===== config.mk =====
export PLATFORM = sky130hd
export DESIGN_NAME = ls_74194
export DESIGN_NICKNAME = d
export VERILOG_FILES = /design/src/rtl/ls_74194_pkg.sv /design/src/rtl/ls_74194_cell.sv /design/src/rtl/ls_74194.sv
export SDC_FILE = /design/constraint.sdc
export NUM_CORES = 1
export LEC_CHECK = 0
export CORE_AREA = 2 2 39 41
export CTS_CLUSTER_DIAMETER = 60
export DETAILED_ROUTE_END_ITERATION = 12
export DIE_AREA = 0 0 41 43
export HOLD_SLACK_MARGIN = 0.03
export SLEW_MARGIN = 20
export SYNTH_ARGS = -nofsm -noshare
export SYNTH_HDL_FRONTEND = slang
export SYNTH_SLANG_ARGS = --single-unit

===== constraint.sdc =====
create_clock -name clk -period 1.3 [get_ports clk]
set_clock_uncertainty 0.05 [all_clocks]
set_input_delay 0.325 -clock clk [delete_from_list [all_inputs] [get_ports clk]]
set_output_delay 0.325 -clock clk [all_outputs]
set_load 0.005 [all_outputs]

===== src/rtl/ls_74194_pkg.sv =====
// Shared definitions for the ls_74194 universal shift register: the 2-bit mode select encoding.
package ls_74194_pkg;

    typedef enum logic [1:0] {
        MODE_HOLD = 2'b00,
        MODE_SHR  = 2'b01,
        MODE_SHL  = 2'b10,
        MODE_LOAD = 2'b11
    } mode_e;

endpackage : ls_74194_pkg


===== src/rtl/ls_74194_cell.sv =====
// One bit of the universal shift register: 4:1 mux (hold, upper neighbour, lower neighbour, load bit)
// feeding a flop with synchronous clear.
module ls_74194_cell
    import ls_74194_pkg::*;
(
    input  logic  clk,
    input  logic  clear,
    input  mode_e mode_i,
    input  logic  hi_i,
    input  logic  lo_i,
    input  logic  p_i,
    output logic  q_o
);

    logic q_q;
    logic q_d;

    // Shift right pulls from the higher-order neighbour, shift left from the lower-order one.
    always_comb begin
        q_d = q_q;
        case (mode_i)
            MODE_HOLD: q_d = q_q;
            MODE_SHR:  q_d = hi_i;
            MODE_SHL:  q_d = lo_i;
            MODE_LOAD: q_d = p_i;
        endcase
    end

    always_ff @(posedge clk) begin
        if (clear) begin
            q_q <= 1'b0;
        end else begin
            q_q <= q_d;
        end
    end

    assign q_o = q_q;

endmodule : ls_74194_cell


===== src/rtl/ls_74194.sv =====
// 74x194-style synchronous universal shift register: hold, shift right, shift left, parallel load,
// with synchronous clear taking priority over the mode select.
module ls_74194
    import ls_74194_pkg::*;
#(
    parameter int WIDTH = 4
) (
    input  logic             clk,
    input  logic             clear,
    input  logic [1:0]       s,
    input  logic [WIDTH-1:0] p,
    input  logic             sil,
    input  logic             sir,
    output logic [WIDTH-1:0] q
);

    mode_e            mode;
    logic [WIDTH-1:0] hi_nb;
    logic [WIDTH-1:0] lo_nb;

    assign mode  = mode_e'(s);
    // The serial inputs act as the outer neighbours of the boundary cells.
    assign hi_nb = {sir, q[WIDTH-1:1]};
    assign lo_nb = {q[WIDTH-2:0], sil};

    for (genvar i = 0; i < WIDTH; i++) begin : g_bit
        ls_74194_cell u_cell (
            .clk    (clk),
            .clear  (clear),
            .mode_i (mode),
            .hi_i   (hi_nb[i]),
            .lo_i   (lo_nb[i]),
            .p_i    (p[i]),
            .q_o    (q[i])
        );
    end

endmodule : ls_74194


# Word-level counts from Yosys, hierarchy flattened
# Cells that the tools add are included.
dict set report classes {
  n_eq_ne 3
  n_reduce_logical 1
  mux 4
}
# operator n
set ops {}
lappend ops {{case mux 1 bit (3 select lines)} 4}
lappend ops {{equality test 2 bit, second input constant} 2}
lappend ops {{equality test 2 x 1 -> 1 bit, second input constant} 1}
lappend ops {{logical NOT 2 bit} 1}
dict set report word_totals {
  elab_cells 12
  in_bits 10
  register_bits 4
}

# Logic depth before layout (Yosys ltp)
dict set report logic_depth {
  depth_word 2
  depth_mapped 2
}

# By module
# A second synthesis with hierarchy kept.
dict set report hier_totals {
  cells_unflattened 12
  hier_area_um2 225.2
}
# module cells_each area_per_inst_um2 seq_area_each_um2 n_inst
set modules_own_cells {}
lappend modules_own_cells {ls_74194_cell 3 56.3 20.0 4}

# Worst setup path before layout
# Ideal clock, no wire load.
dict set report synth_timing {
  path_kind {input to register}
  startpoint {input port s[1]}
  endpoint {register g_bit[3].u_cell.q_q}
  t_required_ns 1.136
  setup_time_ns 0.114
  stages 2
  t_arrival_ns 0.955
  slack_ns 0.181
  path_cell_list {mux4_1 nor2b_1}
}
dict set report synth_via {
  elab_chain_len 2
  word_cells_on_any_way 5
  cone_classes {3 x eq/ne; 1 x mux; 1 x reduce/logical}
}
# element line_no
set synth_rtl {}
lappend synth_rtl {{from (decl)} ls_74194.sv:10} ;# input logic [1:0] s,
lappend synth_rtl {{equality test 2 bit or equality test 2 x 1 -> 1 bit (tied branches)} ls_74194_cell.sv:21} ;# case (mode_i)
lappend synth_rtl {{case mux 1 bit (3 select lines)} ls_74194_cell.sv:21}
lappend synth_rtl {{to (signal assigned)} ls_74194_cell.sv:33} ;# q_q <= q_d;
lappend synth_rtl {{to (decl)} ls_74194_cell.sv:15} ;# logic q_q;
# Several ways; a longest one is shown, not always the timed one.
# A chain may end at the register's enable or synchronous reset.

# Worst setup path in the final report
dict set report layout_timing {
  startpoint {input port p[1]}
  endpoint {register g_bit[1].u_cell.q_q}
}
dict set report layout_via {
  elab_chain_len 1
}
# element line_no
set layout_rtl {}
lappend layout_rtl {{from (decl)} ls_74194.sv:11} ;# input logic [WIDTH-1:0] p,
lappend layout_rtl {{case mux 1 bit (3 select lines)} ls_74194_cell.sv:21}
lappend layout_rtl {{to (signal assigned)} ls_74194_cell.sv:33}
lappend layout_rtl {{to (decl)} ls_74194_cell.sv:15}
# No other way between the ends.

==> flow_summary.ini <==
[worst_setup_path]
r2r_setup_slack_ps = 110
reg2reg_from = g_bit[1].u_cell.q_o
start_kind = input pin
regToRegEndpoint = g_bit[2].u_cell.q_o
crit_required_ps = 1360
worst_setup_path_end_kind = flip-flop
ff2ff_path_depth = 3
path_max_fanout = 1
crit_type = in2reg
arrival_ps = 1330

[clock_network]
cts_root_buf = clkbuf_4
clk_pin_slew_ps = 40
cts-buffers-inserted = 3
cts_tree = done
cts.sinks = 4
h-tree-depth = 1
cts_max_path_buffers = 2
clkLatencyLatePin_ps = 230

[synth]
synth_top_area_frac = 0.350
synth_ff_type = dfxtp_1
async_reset_ff_frac = 0
synth_common_cells = buf_4, dfxtp_1, nor2b_1
synth_seq_cells = 4
synthCells = 16
synth_top_area_cell = dfxtp_1
syn-cell-area_um2 = 229
syn_avg_cell_area_um2 = 14.3
syn_nets = 26
synth_area_leaders = dfxtp_1, mux4_2, buf_4
synth-edff-count = 0
ys_types = 5
synth-warning-count = 0
yosysSeqAreaShare = 0.350

[sta]
slew_viol_final = 0
fin_setup_tns_ps = 0
period_needed_ps = 1260
setup_viol = 0
slew_headroom = 0.845
rsz0062_at_grt = false
period_share = 0.971
worst_slew_pin_slew_ps = 233
hold_viol = 0
fmax_mhz = 792

[grt]
grt_pass1_wl_um = 807
grt_use_total = 0.0800
grt_start_max_net_pins = 5
antenna_found_initial = 0
first_global_vias = 187
grt-ovfl-total = 0

[drt]
viasPerCell = 4.00
drtIter0Drc = 0
drtPass1Iterations = 1
wl_per_cell_um = 11.4
wl_um = 523
ant_nets = 0
vias = 184
drc = 0

[floorplan]
fp-row-count = 14
die_h_um = 43
io_pins = 14
core-area_um2 = 1380
dieWidth_um = 41
die-area_um2 = 1760
start_util = 0.165

[layout]
largest_reg_flops = 4
areaGrowthSynthToFinish_pct = 67.2
drive_gt1_frac = 0.433
finalInstanceArea_um2 = 383
fin_nets = 42
instances_no_fill = 46
diodes = 0
nFillCells = 155

[min_path]
holdPathEnd = g_bit[3].u_cell.q_o
hold_path_class = in2reg
holdCritStartpoint = sir
hold_path_depth = 3

[placement]
dp.cells = 42
gp_congestion = 0.658
place_area_um2 = 357
portBuffers = 13

[power]
p_leak_nw = 0.171
power_density_nw_per_um2 = 948
vdd_drop_max_v = 0.000266

[run_status]
status = completed

[flow_run]
drv_cap = 0
[critical path: stages]
cell and delay [ps]:
clkdlybuf4s50_1 410, mux4_2 460, nor2b_1 130
[how the worst max path moves through the flow]
stage | from | end | slack [ps] | cells past startpoint
6_report | p[1] | g_bit[1].u_cell.q_o | 40 | 3
3_5_place_dp | s[1] | g_bit[3].u_cell.q_o | -490 | 3
2_1_floorplan | s[1] | g_bit[3].u_cell.q_o | 180 | 2
4_1_cts | sir | g_bit[3].u_cell.q_o | 7 | 3
5_1_grt | s[1] | g_bit[3].u_cell.q_o | 6 | 3
3_3_place_gp | s[1] | g_bit[3].u_cell.q_o | -460 | 3
[layout by cell type, fill, tap and decap left out]
cell type,count
dfxtp_2,4
dlymetal6s2s_1,1
nor2b_1,4
clkdlybuf4s50_1,6
mux4_2,4
clkbuf_4,3
buf_4,2
dlygate4sd2_1,6
[area by class of cell]
| cell class | count | area [µm²] | share of cell area |
|---|---|---|---|
| Clock buffer | 3 | 22.5 | 0.0588 |
| Multi-Input combinational cell | 8 | 115 | 0.301 |
| Sequential cell | 4 | 85.1 | 0.222 |
| Tap cell | 16 | 20.0 | 0.0523 |
| Timing Repair Buffer | 15 | 140 | 0.366 |
[cell families after synthesis]
group	synth area share
mux	0.410
flops	0.350
simple gates	0.109
buf+inv	0.131
[where the power goes]
group	leakage [nW]	switching [W]	internal (W)	total, W
Sequential	0.0344	0.00000658	0.000133	0.000140
Combinational	0.122	0.0000191	0.0000559	0.0000750
Clock	0.0138	0.0000450	0.000103	0.000148
Total	0.171	0.0000707	0.000292	0.000363
[through the flow]
step           hold slack [ps]  power, W  setup WS, ps   util
2_1_floorplan              347  0.000176           181      -
3_3_place_gp               635  0.000217          -458  0.258
3_5_place_dp               676  0.000221          -494  0.258
4_1_cts                    647  0.000375          7.33  0.278
5_1_grt                    569  0.000388          6.46  0.277
6_report                   533  0.000363          38.0  0.277
[per-layer routing]
| layer | share of wire | global-route usage | routed length (µm) |
|---|---|---|---|
| met1 | 0.39 | 0.0795 | 205 |
| met2 | 0.43 | 0.103 | 227 |
| met3 | 0.17 | 0.0681 | 91 |
| met4 | 0 | 0.0600 | 0 |
| met5 | 0 | 0 | 0 |
[what timing repair did]
item / in CTS / in global routing
gates resized for setup: 10 / 2
cloned: 0 / 0
setup buffers: 1 / 0
setup endpoints to repair: 8 / 1
pin swaps: 0 / 0
hold buffers: 0 / 0
Power figures use the tool's default switching activity.
